### src/rtl/mac_feeder.sv
// -----------------------------------------------------------------------------
// mac_feeder
//   Initiator for a MAC stream. Two N-entry buffers (x and w, signed Q8.8) are
//   loaded through a host write port while the block is idle. A go request
//   sends one burst of N contiguous beats to the MAC, with mac_start marking
//   beat 0. The block then waits for mac_done and captures mac_acc. If done
//   does not arrive in time, it reports a timeout error instead. The result
//   stays on a valid/ready port until it is accepted.
//
// Ports
//   clk, rst_n           clock, asynchronous active-low reset
//   wr_en/sel/addr/data  buffer write (sel 0 = x, 1 = w), honoured only in IDLE
//   go                   start request, sampled only in IDLE
//   busy                 high whenever the FSM is not IDLE (decoded, not a flop)
//   mac_start/x/w        beat stream to the MAC (registered)
//   mac_acc/done         MAC result and completion flag
//   res_valid/ready      result handshake
//   res_data/err         captured accumulator (0 on error), timeout flag
//
// Handshake: a result is transferred on a rising edge where res_valid and
// res_ready are both 1. While res_valid is 1 and res_ready is 0, res_valid,
// res_data and res_err do not change.
// -----------------------------------------------------------------------------
module mac_feeder #(
  parameter int N       = 4,
  parameter int DW      = 16,
  parameter int TIMEOUT = 16,
  localparam int AW     = (N > 1) ? $clog2(N) : 1
) (
  input  logic          clk,
  input  logic          rst_n,
  input  logic          wr_en,
  input  logic          wr_sel,
  input  logic [AW-1:0] wr_addr,
  input  logic [DW-1:0] wr_data,
  input  logic          go,
  output logic          busy,
  output logic          mac_start,
  output logic [DW-1:0] mac_x,
  output logic [DW-1:0] mac_w,
  input  logic [DW-1:0] mac_acc,
  input  logic          mac_done,
  output logic          res_valid,
  input  logic          res_ready,
  output logic [DW-1:0] res_data,
  output logic          res_err
);

  localparam int TW = (TIMEOUT > 1) ? $clog2(TIMEOUT) : 1;

  localparam logic [1:0] S_IDLE = 2'd0;
  localparam logic [1:0] S_FEED = 2'd1;
  localparam logic [1:0] S_WAIT = 2'd2;
  localparam logic [1:0] S_HOLD = 2'd3;

  logic [1:0]    state_q, state_d;
  logic [AW-1:0] idx_q, idx_d, nxt_idx;
  logic [TW-1:0] timer_q, timer_d;
  logic          armed_q, armed_d;
  logic [DW-1:0] xbuf_q [N];
  logic [DW-1:0] xbuf_d [N];
  logic [DW-1:0] wbuf_q [N];
  logic [DW-1:0] wbuf_d [N];
  logic          mac_start_q, mac_start_d;
  logic [DW-1:0] mac_x_q, mac_x_d;
  logic [DW-1:0] mac_w_q, mac_w_d;
  logic          res_valid_q, res_valid_d;
  logic [DW-1:0] res_data_q, res_data_d;
  logic          res_err_q, res_err_d;

  always_comb begin
    state_d     = state_q;
    idx_d       = idx_q;
    timer_d     = timer_q;
    armed_d     = armed_q;
    xbuf_d      = xbuf_q;
    wbuf_d      = wbuf_q;
    mac_start_d = 1'b0;
    mac_x_d     = mac_x_q;
    mac_w_d     = mac_w_q;
    res_valid_d = res_valid_q;
    res_data_d  = res_data_q;
    res_err_d   = res_err_q;
    nxt_idx     = idx_q + AW'(1);

    case (state_q)
      S_IDLE: begin
        if (go) begin
          // go takes priority over a same-cycle write; beat 0 goes out now.
          state_d     = S_FEED;
          idx_d       = '0;
          armed_d     = 1'b0;
          mac_start_d = 1'b1;
          mac_x_d     = xbuf_q[0];
          mac_w_d     = wbuf_q[0];
        end else if (wr_en && (int'(wr_addr) < N)) begin
          if (wr_sel) wbuf_d[wr_addr] = wr_data;
          else        xbuf_d[wr_addr] = wr_data;
        end
      end

      S_FEED: begin
        // A done that is still high from an earlier run is ignored until
        // done has been seen low at least once during this run.
        if (!mac_done) armed_d = 1'b1;
        if (idx_q == AW'(N - 1)) begin
          mac_x_d = '0;
          mac_w_d = '0;
          timer_d = '0;
          state_d = S_WAIT;
        end else begin
          idx_d   = nxt_idx;
          mac_x_d = xbuf_q[nxt_idx];
          mac_w_d = wbuf_q[nxt_idx];
        end
      end

      S_WAIT: begin
        if (!mac_done) armed_d = 1'b1;
        // Done is checked first, so done on the final cycle still succeeds.
        if (armed_q && mac_done) begin
          res_data_d  = mac_acc;
          res_err_d   = 1'b0;
          res_valid_d = 1'b1;
          state_d     = S_HOLD;
        end else if (timer_q == TW'(TIMEOUT - 1)) begin
          res_data_d  = '0;
          res_err_d   = 1'b1;
          res_valid_d = 1'b1;
          state_d     = S_HOLD;
        end else begin
          timer_d = timer_q + TW'(1);
        end
      end

      S_HOLD: begin
        if (res_ready) begin
          // res_data keeps its last value after the transfer.
          res_valid_d = 1'b0;
          res_err_d   = 1'b0;
          state_d     = S_IDLE;
        end
      end

      default: state_d = S_IDLE;
    endcase
  end

  always_ff @(posedge clk or negedge rst_n) begin
    if (!rst_n) begin
      state_q     <= S_IDLE;
      idx_q       <= '0;
      timer_q     <= '0;
      armed_q     <= 1'b0;
      mac_start_q <= 1'b0;
      mac_x_q     <= '0;
      mac_w_q     <= '0;
      res_valid_q <= 1'b0;
      res_data_q  <= '0;
      res_err_q   <= 1'b0;
      for (int i = 0; i < N; i++) begin
        xbuf_q[i] <= '0;
        wbuf_q[i] <= '0;
      end
    end else begin
      state_q     <= state_d;
      idx_q       <= idx_d;
      timer_q     <= timer_d;
      armed_q     <= armed_d;
      mac_start_q <= mac_start_d;
      mac_x_q     <= mac_x_d;
      mac_w_q     <= mac_w_d;
      res_valid_q <= res_valid_d;
      res_data_q  <= res_data_d;
      res_err_q   <= res_err_d;
      for (int i = 0; i < N; i++) begin
        xbuf_q[i] <= xbuf_d[i];
        wbuf_q[i] <= wbuf_d[i];
      end
    end
  end

  assign busy      = (state_q != S_IDLE);
  assign mac_start = mac_start_q;
  assign mac_x     = mac_x_q;
  assign mac_w     = mac_w_q;
  assign res_valid = res_valid_q;
  assign res_data  = res_data_q;
  assign res_err   = res_err_q;

endmodule

### config.mk
export PLATFORM = sky130hd
export DESIGN_NAME = mac_feeder
export DESIGN_NICKNAME = d
export VERILOG_FILES = /design/src/rtl/mac_feeder.sv
export SDC_FILE = /design/constraint.sdc
export NUM_CORES = 1
export LEC_CHECK = 0
export ABC_AREA = 1
export CAP_MARGIN = 20
export CORE_MARGIN = 1
export CORE_UTILIZATION = 57
export DETAILED_ROUTE_END_ITERATION = 10
export PLACE_DENSITY = 0.8
export SETUP_SLACK_MARGIN = 0.3
export SLEW_MARGIN = 20
export SYNTH_ARGS = -nofsm -noshare
export SYNTH_HDL_FRONTEND = slang
export SYNTH_SLANG_ARGS = --single-unit
### constraint.sdc
create_clock -name clk -period 2.2 [get_ports clk]
set_input_delay 0.44 -clock clk [delete_from_list [all_inputs] [get_ports clk]]
set_output_delay 0.44 -clock clk [all_outputs]
set_load 0.02 [all_outputs]
Word-level counts from Yosys, hierarchy flattened
Index checks and enable logic that the tools add are counted.
- bits in latches: 0
- bits in writable memories: 0
- flip-flop bits (word level): 188
- output and inout bits: 52
- ROM bits: 0
- memories kept: 0
- input port bits: 41
- div/mod/pow operators: 0
- $mul: 0
- bitwise operators: 4
- order comparisons: 3
- shift-type cells: 0
- multiplexer cells: 42
- reduce and logical (&&, ||, !) cells: 19
- equal/unequal tests: 13
- add/sub/neg operators: 2
- operator list (operator ; count):
    16-bit 2-to-1 mux ; 11
    64-bit bitwise mux ; 2
    16-bit binary-select mux with 2-bit select ; 2
    16-bit case mux with 2 select lines ; 2
    16-bit demux with 2-bit select ; 1
    4-bit AND reduction ; 4
    2-bit 2-to-1 mux ; 7
    2-bit != test (second input constant) ; 7
    4-bit 2-to-1 mux ; 3
    2-bit nonzero test ; 6
    3-bit AND reduction ; 3
    1-bit 2-to-1 mux ; 8
    2-bit case mux with 4 select lines ; 1
    4-bit case mux with 2 select lines ; 1
    2-bit equality test (second input constant) ; 3
    3-bit greater-or-equal comparator (second input constant) ; 2
    2-bit NOT with 3-bit output ; 2
    1-bit case mux with 2 select lines ; 3
    4-bit by 1-bit adder with 4-bit output (second input constant) ; 1
    4-bit equality test (second input constant) ; 1
    2-bit case mux with 2 select lines ; 1
    2-bit AND reduction ; 2
    3-bit by 1-bit < comparator with 1-bit output (second input constant) ; 1
    3-bit != test (second input constant) ; 1
    other kinds (6) ; 8

Logic depth before layout (Yosys ltp)
- depth in word-level cells: 7
- gate-level depth with buffers: 9
- mapped depth without buffers: 8

Worst setup path after synthesis
OpenSTA, ideal clock, no wires.
- path kind: reg2reg
- start point: register state_q[0]
- end point: register wbuf_q[11] in the netlist's numbering
- path buffers: 1
- arrival: 1458 ps
- stages on the path, launching flop included: 9
- clock period less this slack: 1583 ps
- setup slack: 617 ps
- setup time: 125 ps
- required time: 2075 ps
- cells stage by stage: dfrtp_1 inv_1 ha_1 inv_2 nor3_4 nand2_2 buf_2 nand2_1 o21ai_1
- word-level cells in the longest chain between the ends: 2
- RTL lines (item ; RTL line ; text):
    start, declared ; 56 ; logic [1:0] state_q, state_d;
    start signal, assigned ; 166 ; state_q <= state_d;
    2-bit logical NOT ; 86 ; case (state_q)
    4-bit AND reduction (no source line) ; - ;
    end signal, assigned by index ; 178 ; wbuf_q[i] <= wbuf_d[i];
    end, declared ; 62 ; logic [DW-1:0] wbuf_q [N];
Every way passes these cells.
A chain may end at the register's enable or synchronous reset.

Final worst setup path
- start point: register mac_x_q[11], in the netlist mac_x[11]
- end point: output mac_x[11]
- RTL lines (item ; RTL line ; text):
    start, declared ; 65 ; logic [DW-1:0] mac_x_q, mac_x_d;
    start signal, assigned ; 171 ; mac_x_q <= mac_x_d;
    end, declared ; 39 ; output logic [DW-1:0] mac_x,
No word-level cell between the ends.

==> results.ini <==
[run]
drv_cap=0

[placed_design]
post-place-ws_ns=0.174
port_buffers=92
detailedPlacementHpwl_mm=14.9
gp_routability_congestion=0.861

[clock_network]
clkSlewWorstSetupHoldPaths_ns=0.06
cts.sinks=188
clockRootBuffer=clkbuf_16
cts-buffers-inserted=17
ctsHtreeMaxLevel=4
cts_tree=done
worstSkewPairLatency_ns=0.44
cts_buffer_depth=2

[grt]
first_global_vias=7073
grt_pass1_wl_mm=37.5
antenna_violations_before_repair=0
global_route.usage.total_pct=30.5
grt_overflow_total=0
grt_max_degree=69

[final_layout]
layout.cells.most_common=nand2_1
insertedDiodeCount=0
layout.nets=1310
layout_common_cells=nand2_1, dfrtp_1, inv_1
layout-drive-gt1-share_pct=6.12
layout-area-overhead-vs-synth_pct=21.7

[yosys]
synth_top_area_share_pct=52.9
syn_area_per_cell_um2=7.54
netlist_instances=1180
ys.warnings.count=0
postSynthRegisterBits=188
ys_top_cells_by_area=dfrtp_1, nand2_1, inv_1, o21ai_0, nor2_1
synth_seq_area_share_pct=52.9
number_of_unique_standard_cell_types_used_by_synthesis=21
synth_fp_nets=1228
yosys.area.top_type=dfrtp_1
syn-cell-area_um2=8890

[detailed_routing]
routed_wire_length_per_instance_um=16.0
antenna_left=0
drt_drc_violations_left=0
total_number_of_vias=7971
detailedRoute.firstIterationViolations=941
vias_per_cell=5.45
wl_mm=23.4
drt_pre_antenna_iters=5

[setup_path]
cpLargestDelayFamily=buffers and inverters
reg2reg_slack_ns=0.38
rr_startpoint=idx_q[0]
timing.critical_path.slowest_stage_cell=clkdlybuf4s50_1
startpoint_type=register
critPathCaptureType=output port
cp.buffers_inverters=1
setup_crit_end=mac_x[11]
critical_path_class=reg2out
reg2reg_to=mac_x[15]
cp_slowest_stage_delay_ns=0.62
reg2reg_depth=5
cp.depth=1
critical_path.cell_chain=clkdlybuf4s50_1
cp.arrival_ns=1.43
required_time_at_the_worst_slack_endpoint_ns=1.76
worst_setup_path_startpoint=mac_x[11]
timing.critical_path.fanout_max=2

[status]
status=finished, final reports clean

[floorplan]
start_util_pct=58.5
die_x_um=127
ios=93
placeableCoreArea_um2=15200
die_height_um=127
fp.dieArea_um2=16100
placement_rows=45

[worst_hold_path]
hold_path_depth=2
hp-start=res_err
hold_class=reg2reg

[timing]
unrepaired_setup_endpoints_after_global_routing=true
report.final.hold_viol_count=0
slew_headroom_pct=48.5
tightestPinTransition_ns=0.772
fin_crit_ns=1.87
setup_ws_ns=0.332
report.final.slew_viol_count=0
setup-tns-final_ns=0
fmax_ghz=0.535
final-setup-viol-count=0
skew_ns=0.00747
layout_worst_path_cycle_share_pct=84.9

[power]
max-vdd-ir-drop_uv=892
total_leakage_power_nw=5.58
power.density_nw_per_um2=1580

==> routing by layer <==
| metal | GRT usage (%) | vias up | routed length (µm) |
|---|---|---|---|
| li1 | - | 3778 | - |
| met1 | 46.1 | 3738 | 10400 |
| met2 | 44.9 | 424 | 10400 |
| met3 | 5.82 | 31 | 2300 |
| met4 | 8.40 | 0 | 307 |
| met5 | 0 | - | 0 |
==> worst min-delay path by stage <==
stage / slack (ns) / end
4_1_cts: 0.49 / xbuf_q[15]
3_3_place_gp: 0.43 / res_data[6]
5_1_grt: 0.50 / xbuf_q[14]
6_report: 0.48 / res_err
2_1_floorplan: 0.14 / armed_q
3_5_place_dp: 0.43 / res_data[9]
==> state kept, by name, summed over array words and instances (netlist names) <==
register	flops
res_data	16
xbuf_q	64
mac_start	1
idx_q	2
mac_w	16
timer_q	4
res_valid	1
mac_x	16
res_err	1
armed_q	1
state_q	2
wbuf_q	64
==> metrics by stage <==
step | std cells | area [µm²] | hold slack [ns] | power (mW) | utilization, %
global placement | 1428 | 10100 | 0.433 | 13.3 | 66.6
CTS | 1463 | 10800 | 0.487 | 17.0 | 71.0
detailed placement | 1428 | 10100 | 0.433 | 13.5 | 66.6
floorplan | 1180 | 8890 | 0.144 | 10.8 | -
global route | 1463 | 10800 | 0.497 | 18.3 | 71.2
finish | 1463 | 10800 | 0.481 | 17.1 | 71.2
==> layout make-up <==
type                            instances  area (µm²)
Clock buffer                           22         474
Clock inverter                         10         163
Fill cell                            1144        4380
Inverter                              174         653
Multi-Input combinational cell        758        3300
Sequential cell                       188        4710
Tap cell                              188         235
Timing Repair Buffer                  123        1290
==> synthesized netlist by cell type <==
| cell | n |
|---|---|
| nand2_1 | 369 |
| dfrtp_1 | 188 |
| inv_1 | 172 |
| nor2_1 | 109 |
| o21ai_0 | 90 |
| nand3_1 | 75 |
| o21ai_1 | 64 |
| a21oi_1 | 32 |
| clkbuf_1 | 31 |
| buf_2 | 28 |
| ha_1 | 7 |
| nand2_2 | 4 |
| inv_2 | 2 |
| or2_2 | 2 |
| buf_1 | 1 |
| nand3b_1 | 1 |
| nand4_1 | 1 |
| nor3_1 | 1 |
| nor3_4 | 1 |
| o211ai_1 | 1 |
| o21ai_2 | 1 |
==> power breakdown <==
group          internal, mW  total, mW  switching (mW)  leakage (nW)
sequential             5.10       6.04           0.936          2.42
clock                  1.99       3.29            1.30         0.306
combinational          2.97       7.79            4.82          2.86
total                  10.1       17.1            7.05          5.58
==> repair_timing <==
action	4_1_cts	5_1_grt
setup endpoints to repair	2	43
buffers inserted	2	0
hold endpoints to repair	49	0
hold buffers	1	0
gates resized for setup	6	14
gates cloned	0	0
==> cells by family (layout without fill, tap and decap cells) <==
group                    after synthesis  in the layout  synth area share (%)
AO/OA/AOI/OAI                        188            188                  10.6
adder cells (fa/ha/maj)                7              7                 0.985
buffers and inverters                234            329                  10.3
flip-flops                           188            188                  52.9
AND/OR/NAND/NOR                      563            563                  25.2
No activity file was read; power rests on OpenSTA's default activity.
==> patch, RTL diff (config.mk and constraints unchanged) <==
The parameter `N` goes from 4 to 2.
--- a/src/rtl/mac_feeder.sv
+++ b/src/rtl/mac_feeder.sv
@@ -23,5 +23,5 @@
 // -----------------------------------------------------------------------------
 module mac_feeder #(
-  parameter int N       = 4,
+  parameter int N       = 2,
   parameter int DW      = 16,
   parameter int TIMEOUT = 16,
Ports: changed (resized wr_addr); port bits go from 93 to 92. The function was not compared with the original's and may differ.
==> patch against the original RTL <==
  * Final cell count fell by 47%
  * Count of clock-buffer cells in the layout shrank 4
  * Final area shrank 38%
  * Wire length shrank 49%
  * Synthesized area fell by 43%
  * Sequential share of layout area up 2.2 points
  * Setup slack better by 0.053 ns
  * Register-to-register slack better by 0.03 ns
  * Total power is 35% lower
  * Via count decreased by 47%
  * Synthesized cell count decreased by 53%
  * Sequential cell count decreased by 65
==> patch: results (changes against the original RTL) <==
* setup slack at placement: 0.216 ns, was 0.174 ns
* aggregate global-route resource usage: 28.1%, was 30.5%
* power in sequential cells: 4.05 mW, was 6.04 mW
* number of gates resized after CTS: 55, was 6
* share of layout cells above drive strength 1: 8.98%, was 6.12%
* synthesized area divided by synthesized cell count: 9.11 um^2, was 7.54 um^2
* GR Layer Usage met3: 8.22%, was 5.82%
* Post-DP HPWL: 7.30 mm, was 14.9 mm
* XOR/XNOR share of the synthesized area: 0.172%, was 0%
* largest net degree at the start of global routing: 51, was 69
* GR Layer Usage met1: 34.2%, was 46.1%
* standard cell with the maximum stage delay on the critical path: dfrtp_1, was clkdlybuf4s50_1
* clock tree skew after final layout: 0.00909 ns, was 0.00747 ns
* peak fanout along the critical path: 5, was 2
* vias in the first global route: 4139, was 7073
* path class of the lowest-slack min-delay path: in -> async, was reg -> reg
* static leakage: 3.29 nW, was 5.58 nW
* average routed wire per standard cell: 15.5 um, was 16.0 um
* post-place instance area: 0.00610 mm^2, was 0.0101 mm^2
* fraction of power consumed by combinational cells: 35.9%, was 45.5%
* met2 demand-to-capacity share in global routing: 47.6%, was 44.9%
* run status: finished, final reports clean, unchanged
* global placer's final weighted congestion: 0.739, was 0.861
* count of TritonRoute iterations in the first routing pass: 7, was 5
* starting DRC count in detailed routing: 245, was 941
* P_sw: 4.13 mW, was 7.05 mW
* clk root buf: clkbuf_8, was clkbuf_16
* distinct cell type count of the synthesized netlist: 24, was 21
* power share of the sequential group: 36.4%, was 35.3%
* adder-cell area share of the yosys netlist: 1.47%, was 0.985%
* total number of vias: 4254, was 7971
* sequential share of the synthesized area: 60.4%, was 52.9%
==> patch: cell types whose count changed after synthesis, sizes merged, moves of 2 or more <==
cell | before | now
nand2 | 373 | 197
inv | 174 | 31
o21ai | 155 | 68
nor2 | 109 | 39
dfrtp | 188 | 123
nand3 | 75 | 24
a31oi | 0 | 32
a21oi | 32 | 1
clkbuf | 31 | 6
buf | 29 | 22
nand4 | 1 | 5
nor3 | 2 | 0
==> patch: critical path: cells and delay by family (launching register included) <==
family / cells / cell delay [ns]
adder cells (fa/ha/maj): 1 / 0.18
buffers and inverters: 3 / 0.30
flip-flops: 1 / 0.40
==> patch: worst paths after layout <==
check                                        from                endpoint  slack, ns  cells past startpoint
setup / recovery           state_q[1]$_DFFE_PN0P_                    busy       0.38                      4
hold / removal                              rst_n   xbuf_q[1]$_DFFE_PN0P_       0.42                      2
setup reg to reg           state_q[1]$_DFFE_PN0P_  wbuf_q[12]$_DFFE_PN0P_       0.41                      7
hold reg to reg               res_err$_DFFE_PN0P_     res_err$_DFFE_PN0P_       0.47                      2
max in group asynchronous                   rst_n  xbuf_q[30]$_DFFE_PN0P_       1.18                      3
min in group clk              res_err$_DFFE_PN0P_     res_err$_DFFE_PN0P_       0.47                      2
==> patch: final cells by class <==
type / instances / area, um^2
clock inverter: 14 / 244
fill: 597 / 1950
clock buffer: 18 / 418
tap: 108 / 135
timing repair buffer: 105 / 1000
inverter: 32 / 120
multi-input combinational: 376 / 1740
sequential: 123 / 3080
==> patch: cell families (layout without fill, tap and decap cells) <==
kind of cell	count (synthesis)	in the layout
simple gates	268	268
xor+xnor	1	1
flops	123	123
compound gates	101	101
buf+inv	60	169
fa+ha+maj	6	6
==> patch: metal layers <==
layer  wire length [um]  share of wire [%]
met1               4970                 41
met2               6150                 51
met3                764                6.3
met4                182                1.5
met5                  0                  0
